`src/rtl/fpu_core_arbiter.sv`:
```
`default_nettype none
// ----------------------------------------------------------------------------
// fpu_core_arbiter: round-robin NB_CORES:1 arbiter onto a shared FPU port,
// with in-order response routing via an issuing-core ID FIFO.   Rev 1.0
// ----------------------------------------------------------------------------
module fpu_core_arbiter #(
  parameter int NB_CORES      = 4,
  parameter int DATA_WIDTH    = 32,
  parameter int NB_ARGS       = 3,
  parameter int OPCODE_WIDTH  = 6,
  parameter int DSFLAGS_CPU   = 15,
  parameter int USFLAGS_CPU   = 5,
  parameter int ID_FIFO_DEPTH = 4
) (
  input  logic                                     clk,
  input  logic                                     rst_n,
  input  logic [NB_CORES-1:0]                      core_req_i,
  output logic [NB_CORES-1:0]                      core_gnt_o,
  input  logic [NB_CORES*NB_ARGS*DATA_WIDTH-1:0]   core_operands_i,
  input  logic [NB_CORES*OPCODE_WIDTH-1:0]         core_op_i,
  input  logic [NB_CORES*DSFLAGS_CPU-1:0]          core_flags_i,
  input  logic [NB_CORES-1:0]                      core_rready_i,
  output logic [NB_CORES-1:0]                      core_rvalid_o,
  output logic [DATA_WIDTH-1:0]                    core_rdata_o,
  output logic [USFLAGS_CPU-1:0]                   core_rflags_o,
  output logic                                     fpu_req_o,
  input  logic                                     fpu_gnt_i,
  output logic [NB_ARGS*DATA_WIDTH-1:0]            fpu_operands_o,
  output logic [OPCODE_WIDTH-1:0]                  fpu_op_o,
  output logic [DSFLAGS_CPU-1:0]                   fpu_flags_o,
  output logic                                     fpu_rready_o,
  input  logic                                     fpu_rvalid_i,
  input  logic [DATA_WIDTH-1:0]                    fpu_rdata_i,
  input  logic [USFLAGS_CPU-1:0]                   fpu_rflags_i,
  output logic [$clog2(ID_FIFO_DEPTH):0]           outstanding_o,
  output logic                                     err_o
);

  localparam int IDX_W = $clog2(NB_CORES);
  localparam int PTR_W = $clog2(ID_FIFO_DEPTH);
  localparam int CNT_W = PTR_W + 1;
  localparam int OPS_W = NB_ARGS * DATA_WIDTH;

  logic [IDX_W-1:0] rr_ptr, lock_idx, search_idx, winner, head;
  logic             lock_active, any_req, full, empty, push, pop, found;
  logic [IDX_W:0]   cand;
  logic [IDX_W-1:0] id_mem [ID_FIFO_DEPTH];
  logic [PTR_W-1:0] wr_ptr, rd_ptr;
  logic [CNT_W-1:0] count;

  // First requester at or after the RR pointer, wrapping modulo NB_CORES.
  always_comb begin
    search_idx = '0;
    found      = 1'b0;
    cand       = '0;
    for (int i = 0; i < NB_CORES; i++) begin
      cand = {1'b0, rr_ptr} + (IDX_W+1)'(i);
      if (cand >= (IDX_W+1)'(NB_CORES)) cand = cand - (IDX_W+1)'(NB_CORES);
      if (!found && core_req_i[cand[IDX_W-1:0]]) begin
        found      = 1'b1;
        search_idx = cand[IDX_W-1:0];
      end
    end
  end

  assign winner    = lock_active ? lock_idx : search_idx;
  assign any_req   = |core_req_i;
  assign full      = (count == CNT_W'(ID_FIFO_DEPTH));
  assign empty     = (count == '0);
  assign fpu_req_o = any_req & ~full;
  assign push      = fpu_req_o & fpu_gnt_i;
  assign core_gnt_o = push ? (NB_CORES'(1) << winner) : '0;

  always_comb begin
    fpu_operands_o = core_operands_i[OPS_W-1:0];
    fpu_op_o       = core_op_i[OPCODE_WIDTH-1:0];
    fpu_flags_o    = core_flags_i[DSFLAGS_CPU-1:0];
    for (int k = 1; k < NB_CORES; k++) begin
      if (winner == IDX_W'(k)) begin
        fpu_operands_o = core_operands_i[k*OPS_W +: OPS_W];
        fpu_op_o       = core_op_i[k*OPCODE_WIDTH +: OPCODE_WIDTH];
        fpu_flags_o    = core_flags_i[k*DSFLAGS_CPU +: DSFLAGS_CPU];
      end
    end
  end

  // An empty FIFO still accepts rvalid so stray responses are drained.
  assign head          = id_mem[rd_ptr];
  assign fpu_rready_o  = empty ? fpu_rvalid_i : core_rready_i[head];
  assign core_rvalid_o = (!empty && fpu_rvalid_i) ? (NB_CORES'(1) << head) : '0;
  assign pop           = fpu_rvalid_i & fpu_rready_o & ~empty;
  assign core_rdata_o  = fpu_rdata_i;
  assign core_rflags_o = fpu_rflags_i;
  assign outstanding_o = count;

  always_ff @(posedge clk or negedge rst_n) begin
    if (!rst_n) begin
      rr_ptr      <= '0;
      lock_active <= 1'b0;
      lock_idx    <= '0;
    end else if (push) begin
      rr_ptr      <= (winner == IDX_W'(NB_CORES-1)) ? '0 : winner + IDX_W'(1);
      lock_active <= 1'b0;
    end else if (fpu_req_o) begin
      lock_active <= 1'b1;
      lock_idx    <= winner;
    end
  end

  always_ff @(posedge clk or negedge rst_n) begin
    if (!rst_n) begin
      wr_ptr <= '0;
      rd_ptr <= '0;
      count  <= '0;
      err_o  <= 1'b0;
    end else begin
      if (push) wr_ptr <= wr_ptr + PTR_W'(1);
      if (pop)  rd_ptr <= rd_ptr + PTR_W'(1);
      case ({push, pop})
        2'b10:   count <= count + CNT_W'(1);
        2'b01:   count <= count - CNT_W'(1);
        default: count <= count;
      endcase
      if (fpu_rvalid_i && empty) err_o <= 1'b1;
    end
  end

  always_ff @(posedge clk) begin
    if (push) id_mem[wr_ptr] <= winner;
  end

endmodule
`default_nettype wire

```
`config.mk`:
```
export PLATFORM = sky130hd
export DESIGN_NAME = fpu_core_arbiter
export DESIGN_NICKNAME = d
export VERILOG_FILES = /design/src/rtl/fpu_core_arbiter.sv
export SDC_FILE = /design/constraint.sdc
export NUM_CORES = 1
export LEC_CHECK = 0
export CAP_MARGIN = 15
export CORE_AREA = 2 2 265 267
export DETAILED_ROUTE_END_ITERATION = 10
export DIE_AREA = 0 0 267 269
export MAX_ROUTING_LAYER = met4
export PLACE_DENSITY = 0.34
export REMOVE_ABC_BUFFERS = 1
export SETUP_SLACK_MARGIN = 0.1
export SYNTH_ARGS = -nofsm -noshare
export SYNTH_HDL_FRONTEND = slang
export SYNTH_SLANG_ARGS = --single-unit
```
`constraint.sdc`:
```
create_clock -name clk -period 6.3 [get_ports clk]
set_input_delay 1.575 -clock clk [delete_from_list [all_inputs] [get_ports clk]]
set_output_delay 1.575 -clock clk [all_outputs]
set_load 0.05 [all_outputs]
```
==> results of run 1 <==
stage by stage:
step	hold WS (ns)	util, %	cells	setup TNS [ns]	worst slack, ns
global route	0.502	19.3	2277	0	0.184
global placement	0.455	19.2	2273	0	0.310
CTS	0.472	19.3	2277	0	0.341
detailed placement	0.452	19.2	2273	0	0.364
floorplan	0.476	-	688	-435.46	-3.66
finish	0.464	19.3	2278	0	0.314
logic make-up after synthesis:
| group | synth area share (%) |
|---|---|
| xor+xnor | 1.07 |
| simple gates | 22.0 |
| buf+inv | 11.6 |
| fa+ha+maj | 2.69 |
| mux | 25.8 |
| flops | 11.5 |
| compound gates | 25.3 |
sequential cells by signal (all words and copies together), names as in the netlist:
signal / cells
outstanding_o: 3
lock_active: 1
err_o: 1
rr_ptr: 2
wr_ptr: 2
rd_ptr: 2
lock_idx: 2
id_mem: 8
final cells by class:
class	instances	area [µm²]	area share [%]
multi-input combinational	659	3840	28.7
antenna	1	2.50	0.0187
tap	940	1180	8.79
clock inverter	1	7.51	0.0561
inverter	8	30.0	0.225
sequential	21	566	4.23
timing repair buffer	645	7680	57.4
clock buffer	3	75.1	0.561
worst max-delay path by stage:
stage | startpoint | endpoint | depth (start not counted)
2_1_floorplan | core_req_i[3] | fpu_flags_o[0] | 8
3_3_place_gp | core_req_i[3] | fpu_operands_o[48] | 13
3_5_place_dp | core_req_i[3] | fpu_operands_o[49] | 13
4_1_cts | core_req_i[3] | fpu_operands_o[49] | 13
5_1_grt | core_req_i[3] | fpu_operands_o[49] | 13
6_report | core_req_i[3] | fpu_operands_o[49] | 13
metal layers:
layer	GRT usage [%]	vias to the layer above
met1	11.2	3232
met3	7.38	10
met5	-	-
met4	0.653	0
met2	17.4	440
li1	-	3791
power by group:
group	internal (mW)	switching [mW]	total, mW
combinational	3.87	4.96	8.83
sequential	0.209	0.0454	0.254
clock	0.0860	0.0523	0.138
total	4.17	5.05	9.22
placed cells by master, fill, tap and decap left out, types with 2 or more instances in the layout:
cell type	synthesis	final
a21oi_1	120	120
and2_1	2	2
and3_1	8	8
buf_12	0	129
buf_4	37	27
clkbuf_16	0	3
clkdlybuf4s50_1	0	489
dfrtp_1	13	13
edfxtp_1	8	8
ha_1	9	6
ha_4	0	3
inv_1	8	8
mux2i_1	120	120
nand2_1	127	127
nand2b_1	3	3
nor2_1	127	127
nor2b_1	2	2
o21ai_0	120	120
xnor2_1	3	3
xor2_1	3	3
==> flow_summary.json, run 1 <==
{
  "area.growth.synth_to_final_pct": 171,
  "path_clk_slew_ns": 0.06,
  "whs_path_depth": 1,
  "crit_family": "buffers and inverters",
  "route.met2.wl_mm": 18.6,
  "grt_pass1_wl_mm": 54.1,
  "grt_max_degree": 117,
  "dpl-instance-area_um2": 13300,
  "synth_edf_count": 8,
  "crit_fanout": 22,
  "worst_pin_slew_ns": 0.691,
  "synth.cells.most_frequent": "127 x nand2_1, 127 x nor2_1, 120 x a21oi_1, 120 x mux2i_1, 120 x o21ai_0",
  "die-area_um2": 71800,
  "cts.repair.resized": 0,
  "ant_nets": 0,
  "avgRoutedWirePerCell_um": 17.6,
  "rsz0062_at_grt": "false",
  "fillerInstances": 7751,
  "r2r_slack_ns": 3.43,
  "first_iter_violations": 233,
  "num_rows": 97,
  "viasPerCell": 3.28,
  "antenna_found_initial": 0,
  "clkSinkCount": 21,
  "period_share_pct": 95.0,
  "syn_area_per_cell_um2": 6.23,
  "cp.required_ns": 4.72,
  "syn-cell-area_um2": 4930,
  "drc": 0,
  "h-tree-depth": 1,
  "die_height_um": 269,
  "finalMaxSlewViolations": 0,
  "overflow": 0,
  "critPathMaxStageDelay_ns": 0.52,
  "crit_buf_inv": 5,
  "core_area_um2": 69300,
  "cts_buffer_depth": 2,
  "synth_seq_cells": 21,
  "firstDrtPassIters": 5,
  "clock.fmax_mhz": 167,
  "worstReg2RegEnd": "outstanding_o[2]",
  "hold_start": "err_o",
  "post_route_cells_drive_above_1_share_pct": 12.7,
  "min_delay_worst_endpoint": "err_o",
  "place_hpwl_mm": 34.9,
  "peakVddDrop_uv": 346,
  "worstPathCellList": "clkdlybuf4s50_1 -> mux2i_1 -> and2_1 -> o41ai_2 -> buf_4 -> ha_4 -> buf_12 -> buf_4 -> mux2i_1 -> nor2_1 -> a21oi_1 -> o21ai_0 -> buf_12",
  "port-buffer-count": 610,
  "slew_headroom_pct": 53.8,
  "track_usage_pct": 10.7,
  "ctsHoldBuffers": 0,
  "r2r_cells": 9,
  "maxCapViolations": 0,
  "synthArstFlopShare_pct": 61.9,
  "finalClockSkew_ns": 0.00514,
  "die_x_um": 267,
  "syn_inst": 792,
  "cts_tree": "built",
  "power_density_nw_per_um2": 689,
  "highest_layer": "met4",
  "synth_top_area_share_pct": 24.3,
  "grt_pass1_vias": 7586,
  "power.leakage_nw": 4.96,
  "cp.arrival_ns": 4.41,
  "cts_setup_buffers": 0,
  "cp-end-kind": "output port",
  "outcome": "complete, no violations",
  "cp_slowest_cell": "clkdlybuf4s50_1",
  "dr_wl_met3_mm": 6.62,
  "start_kind": "input pin",
  "final_nets": 1865,
  "cts_buffers": 3,
  "hold_viol": 0,
  "design_area_um2": 13400,
  "r2r_start": "rd_ptr[0]",
  "hp-class": "reg2reg",
  "io_pins": 685,
  "setup_viol": 0,
  "gp_congestion": 0.841,
  "finalCriticalPeriod_ns": 5.99,
  "initial_core_util_pct": 7.12,
  "clk_latency_ns": 0.26,
  "seq_area_frac_synth_pct": 11.5,
  "yosys-top-cells-area": "mux2i_1 24%, a21oi_1 12%, o21ai_0 12%",
  "cts_root_buf": "clkbuf_16",
  "power_mw": 9.22,
  "synth_cell_types": 34,
  "routed_wl_mm": 40.2,
  "yosysWarnings": 0,
  "ys.flop_type": "dfrtp_1",
  "via_count": 7473,
  "post-synth-top-area-cell": "mux2i_1",
  "drt-met1-wl_mm": 14.8,
  "crit_type": "in2out"
}
No activity file was read; power rests on OpenSTA's default activity.
==> run 2, diff against run 1 <==
--- a/config.mk
+++ b/config.mk
@@ -5,12 +5,14 @@
 export SDC_FILE = /design/constraint.sdc
 export NUM_CORES = 1
 export LEC_CHECK = 0
+export ABC_AREA = 0
 export CAP_MARGIN = 15
-export CORE_AREA = 2 2 265 267
+export CORE_AREA = 5 5 260 262
+export CTS_BUF_LIST = sky130_fd_sc_hd__clkbuf_8
 export DETAILED_ROUTE_END_ITERATION = 10
-export DIE_AREA = 0 0 267 269
+export DIE_AREA = 0 0 265 267
 export MAX_ROUTING_LAYER = met4
-export PLACE_DENSITY = 0.34
+export PLACE_DENSITY = 0.35
 export REMOVE_ABC_BUFFERS = 1
 export SETUP_SLACK_MARGIN = 0.1
 export SYNTH_ARGS = -nofsm -noshare
==> flow_summary.json, run 2 (synthesized netlist as in run 1, its figures left out) <==
{
  "outcome": "complete, no violations",
  "place_hpwl_mm": 43.8,
  "worstReg2RegEnd": "outstanding_o[2]",
  "critPathMaxStageDelay_ns": 0.52,
  "power_density_nw_per_um2": 717,
  "io_pins": 685,
  "netSwitchingFraction_pct": 56.1,
  "path_clk_slew_ns": 0.08,
  "initial_core_util_pct": 7.57,
  "h-tree-depth": 1,
  "period_share_pct": 95.2,
  "largest_reg_flops": 8,
  "track_usage_pct": 13.0,
  "first_iter_violations": 259,
  "grt_max_degree": 67,
  "routed_wl_mm": 47.8,
  "peakVddDrop_uv": 241,
  "cts_buffer_depth": 2,
  "cp_slowest_cell": "clkdlybuf4s50_1",
  "cts_root_buf": "clkbuf_8",
  "post_route_cells_drive_above_1_share_pct": 13.4,
  "ctsHoldBuffers": 0,
  "clkSinkCount": 21,
  "cts_buffers": 3,
  "p_seq_share_pct": 2.7,
  "crit_fanout": 26,
  "clock.fmax_mhz": 167,
  "die_x_um": 265,
  "clk_latency_ns": 0.25,
  "crit_type": "in2out",
  "final_nets": 1875,
  "overflow": 0,
  "firstDrtPassIters": 4,
  "grt_pass1_wl_mm": 64.0,
  "clock_power_share_pct": 0.9,
  "cp-end-kind": "output port",
  "maxCapViolations": 0,
  "viasPerCell": 3.44,
  "area.growth.synth_to_final_pct": 171,
  "p_int_mw": 4.21,
  "die_height_um": 267,
  "gp_congestion": 0.842,
  "r2r_slack_ns": 3.48,
  "drc": 0,
  "netSwitchingPower_mw": 5.37,
  "combPwrFrac_pct": 96.4,
  "finalCriticalPeriod_ns": 6.00,
  "antenna_found_initial": 3,
  "slew_headroom_pct": 55.3,
  "num_rows": 94,
  "layout_commonest_cell": "clkdlybuf4s50_1",
  "place_inst": 2207,
  "finalSetupTns_ns": 0,
  "start_kind": "input pin",
  "cts_tree": "built",
  "path_common_cell": "buf_12",
  "hp-class": "reg2reg",
  "r2r_start": "rd_ptr[0]",
  "crit_family": "buffers and inverters",
  "finalClockSkew_ns": 0.00155,
  "top_register": "id_mem",
  "finalMaxSlewViolations": 0,
  "fin_ws_ns": 0.303,
  "power.leakage_nw": 5.01,
  "cts_setup_buffers": 0,
  "avgRoutedWirePerCell_um": 21.6,
  "layout_common_cells": "489 x clkdlybuf4s50_1, 132 x buf_12, 127 x nand2_1, 127 x nor2_1",
  "port-buffer-count": 610,
  "fin_cells": 2213,
  "hold_viol": 0,
  "power_mw": 9.58,
  "cp.required_ns": 4.72,
  "min_delay_worst_endpoint": "err_o",
  "r2r_cells": 9,
  "ant_nets": 0,
  "cp.arrival_ns": 4.42,
  "core_area_um2": 65200,
  "grt_pass1_vias": 8128,
  "crit_buf_inv": 6,
  "hold_start": "err_o",
  "setup_viol": 0,
  "via_count": 7607,
  "whs_path_depth": 1,
  "worst_pin_slew_ns": 0.664,
  "rsz0062_at_grt": "false",
  "worstPathCellList": "clkdlybuf4s50_1 -> mux2i_1 -> and2_1 -> o41ai_1 -> buf_4 -> ha_4 -> buf_12 -> buf_12 -> mux2i_1 -> nor2_1 -> a21oi_1 -> o21ai_0 -> buf_4 -> buf_12",
  "post-place-ws_ns": -0.209,
  "die-area_um2": 70800
}
## run 2: cell count changes in the layout (fill, tap and decap cells not counted), sizes merged
| cell | before | now |
|---|---|---|
| buf | 156 | 166 |
| diode | 1 | 2 |
## run 2: final cells by class
type	count	area, µm²
fillers	7263	51800
repair buffers	655	7790
multi-input cells	659	3830
well taps	864	1080
flip-flops and latches	21	566
clock buffers	3	41.3
inverters	8	30.0
clock inverters	1	7.51
diodes	2	5.00
## run 2: power by group through the flow
stage	Sequential, mW	Clock, mW	Combinational [mW]
final	0.257	0.0882	9.24
after global routing	0.266	0.100	9.76
after detailed placement	0.260	0	9.45
after CTS	0.258	0.0923	9.45
after global placement	0.257	0	9.42
after floorplan	0.292	0	4.66
## run 2: per-layer routing
metal / up-vias / global-route usage, % / wire length (µm)
met3: 14 / 9.25 / 7550
met5: - / - / 0
met4: 0 / 0.503 / 173
met2: 462 / 20.1 / 20900
li1: 3810 / - / -
met1: 3321 / 14.4 / 19200
## run 2: per-stage QoR
| step | utilization [%] | instance area, µm² | hold slack (ns) |
|---|---|---|---|
| final | 20.5 | 13400 | 0.477 |
| after global routing | 20.5 | 13400 | 0.506 |
| after CTS | 20.5 | 13300 | 0.487 |
| after detailed placement | 20.4 | 13300 | 0.464 |
| after global placement | 20.4 | 13300 | 0.458 |
| after floorplan | - | 4390 | 0.476 |
## run 2: worst max path at each step
stage,from,cells past startpoint,slack (ns),endpoint
2_1_floorplan,core_req_i[3],8,-3.66,fpu_flags_o[0]
3_3_place_gp,core_req_i[3],13,-0.19,fpu_operands_o[45]
3_5_place_dp,core_req_i[3],13,-0.21,fpu_operands_o[45]
4_1_cts,core_req_i[3],13,0.09,fpu_operands_o[45]
5_1_grt,core_req_i[3],13,0.10,fpu_operands_o[95]
6_report,core_req_i[3],14,0.30,fpu_operands_o[81]
## run 2: what timing repair did
action	4_1_cts	5_1_grt
setup endpoints to repair	2	3
hold endpoints to repair	0	0
gates resized for setup	2	3
==> run 3, diff against run 2 <==
--- a/config.mk
+++ b/config.mk
@@ -8,7 +8,7 @@
 export ABC_AREA = 0
 export CAP_MARGIN = 15
 export CORE_AREA = 5 5 260 262
-export CTS_BUF_LIST = sky130_fd_sc_hd__clkbuf_8
+export CTS_BUF_LIST = sky130_fd_sc_hd__clkbuf_4
 export DETAILED_ROUTE_END_ITERATION = 10
 export DIE_AREA = 0 0 265 267
 export MAX_ROUTING_LAYER = met4
==> flow_summary.json, run 3 (synthesized netlist as in run 1, its figures left out) <==
{
  "worstReg2RegEnd": "outstanding_o[2]",
  "r2r_start": "rd_ptr[0]",
  "num_rows": 94,
  "rsz0062_at_grt": "false",
  "cp.arrival_ns": 4.43,
  "finalCriticalPeriod_ns": 6.00,
  "initial_core_util_pct": 7.57,
  "cts_setup_buffers": 0,
  "place_inst": 2207,
  "hold_viol": 0,
  "fin_util_pct": 20.5,
  "path_clk_slew_ns": 0.12,
  "crit_start": "core_req_i[3]",
  "layout_commonest_cell": "clkdlybuf4s50_1",
  "r2r_slack_ns": 3.46,
  "routed_wl_mm": 47.8,
  "power.leakage_nw": 5.00,
  "place_hpwl_mm": 43.8,
  "finalClockSkew_ns": 0.00159,
  "h-tree-depth": 1,
  "setup_viol": 0,
  "antenna_found_initial": 3,
  "top_register": "id_mem",
  "grt_max_degree": 67,
  "power_density_nw_per_um2": 717,
  "cp-end-kind": "output port",
  "hold_slack_ns": 0.488,
  "cts_root_buf": "clkbuf_4",
  "grt_pass1_wl_mm": 64.0,
  "cp.required_ns": 4.72,
  "endpoint": "fpu_operands_o[53]",
  "io_pins": 685,
  "finalMaxSlewViolations": 0,
  "first_iter_violations": 278,
  "largest_reg_flops": 8,
  "area.growth.synth_to_final_pct": 170,
  "avgRoutedWirePerCell_um": 21.6,
  "post-place-ws_ns": -0.209,
  "clk_latency_ns": 0.30,
  "clock.fmax_mhz": 167,
  "period_share_pct": 95.2,
  "cts_buffers": 3,
  "slew_headroom_pct": 55.3,
  "die-area_um2": 70800,
  "r2r_cells": 9,
  "final_nets": 1875,
  "peakVddDrop_uv": 239,
  "fin_cells": 2213,
  "port-buffer-count": 610,
  "die_x_um": 265,
  "cts_buffer_depth": 2,
  "overflow": 0,
  "drc": 0,
  "die_height_um": 267,
  "maxCapViolations": 0,
  "post_route_cells_drive_above_1_share_pct": 13.4,
  "ant_nets": 0,
  "crit_fanout": 24,
  "fin_ws_ns": 0.300,
  "track_usage_pct": 13.0,
  "fillerInstances": 7268,
  "grt_pass1_vias": 8135,
  "crit_type": "in2out",
  "start_kind": "input pin",
  "outcome": "complete, no violations",
  "firstDrtPassIters": 4,
  "gp_congestion": 0.842,
  "worst_pin_slew_ns": 0.664,
  "hp-class": "reg2reg",
  "hold_start": "err_o",
  "cts_tree": "built",
  "via_count": 7605,
  "viasPerCell": 3.44,
  "layout_common_cells": "489 x clkdlybuf4s50_1, 132 x buf_12, 127 x nand2_1, 127 x nor2_1",
  "clkSinkCount": 21,
  "core_area_um2": 65200
}
==> run 3: final cells by class <==
type                            count  area (µm²)  share of cell area, %
Multi-Input combinational cell    659        3830                   28.7
Tap cell                          864        1080                   8.10
Clock inverter                      1        7.51                 0.0563
Timing Repair Buffer              655        7790                   58.4
Inverter                            8        30.0                  0.225
Sequential cell                    21         566                   4.24
Antenna cell                        2        5.00                 0.0375
Clock buffer                        3        22.5                  0.169
==> run 3: repair_timing <==
action / 4_1_cts / 5_1_grt
hold endpoints to repair: 0 / 0
hold buffers: 0 / 0
pin swaps: 0 / 0
endpoints found under the setup margin: 2 / 3
gates resized for setup: 2 / 3
==> run 3: stage by stage <==
stage	TNS (ns)	power (mW)	cell area, µm²
after floorplan	-435.46	4.95	4390
after global placement	-0.190	9.67	13300
after detailed placement	-0.209	9.71	13300
after CTS	0	9.78	13300
after global routing	0	10.1	13300
final	0	9.56	13300
==> run 3: power breakdown <==
group / switching, mW / internal (mW)
Sequential: 0.0481 / 0.208
Clock: 0.0431 / 0.0242
Combinational: 5.28 / 3.96
Total: 5.37 / 4.19
==> run 3: worst min path at each step <==
stage	end	slack, ns	cells after the start
after global routing	err_o	0.52	1
after global placement	err_o	0.46	1
after detailed placement	err_o	0.46	1
after CTS	err_o	0.50	1
final	err_o	0.49	1
after floorplan	rd_ptr[1]	0.48	1
==> run 3: worst max-delay path, stage by stage <==
cell,delay (ns)
clkdlybuf4s50_1,0.52
mux2i_1,0.08
and2_1,0.16
o41ai_1,0.32
buf_4,0.25
inv_1,0.11
ha_4,0.19
buf_12,0.15
buf_4,0.18
nor2_1,0.21
a21oi_1,0.07
o21ai_0,0.25
buf_4,0.18
buf_12,0.14
==> run 3: metal layers <==
metal	vias up	share of wire, %	track usage (%)
li1	3811	-	-
met1	3322	41	14.6
met2	458	44	20.1
met3	14	15	9.01
met4	0	0.36	0.545
met5	-	0	-
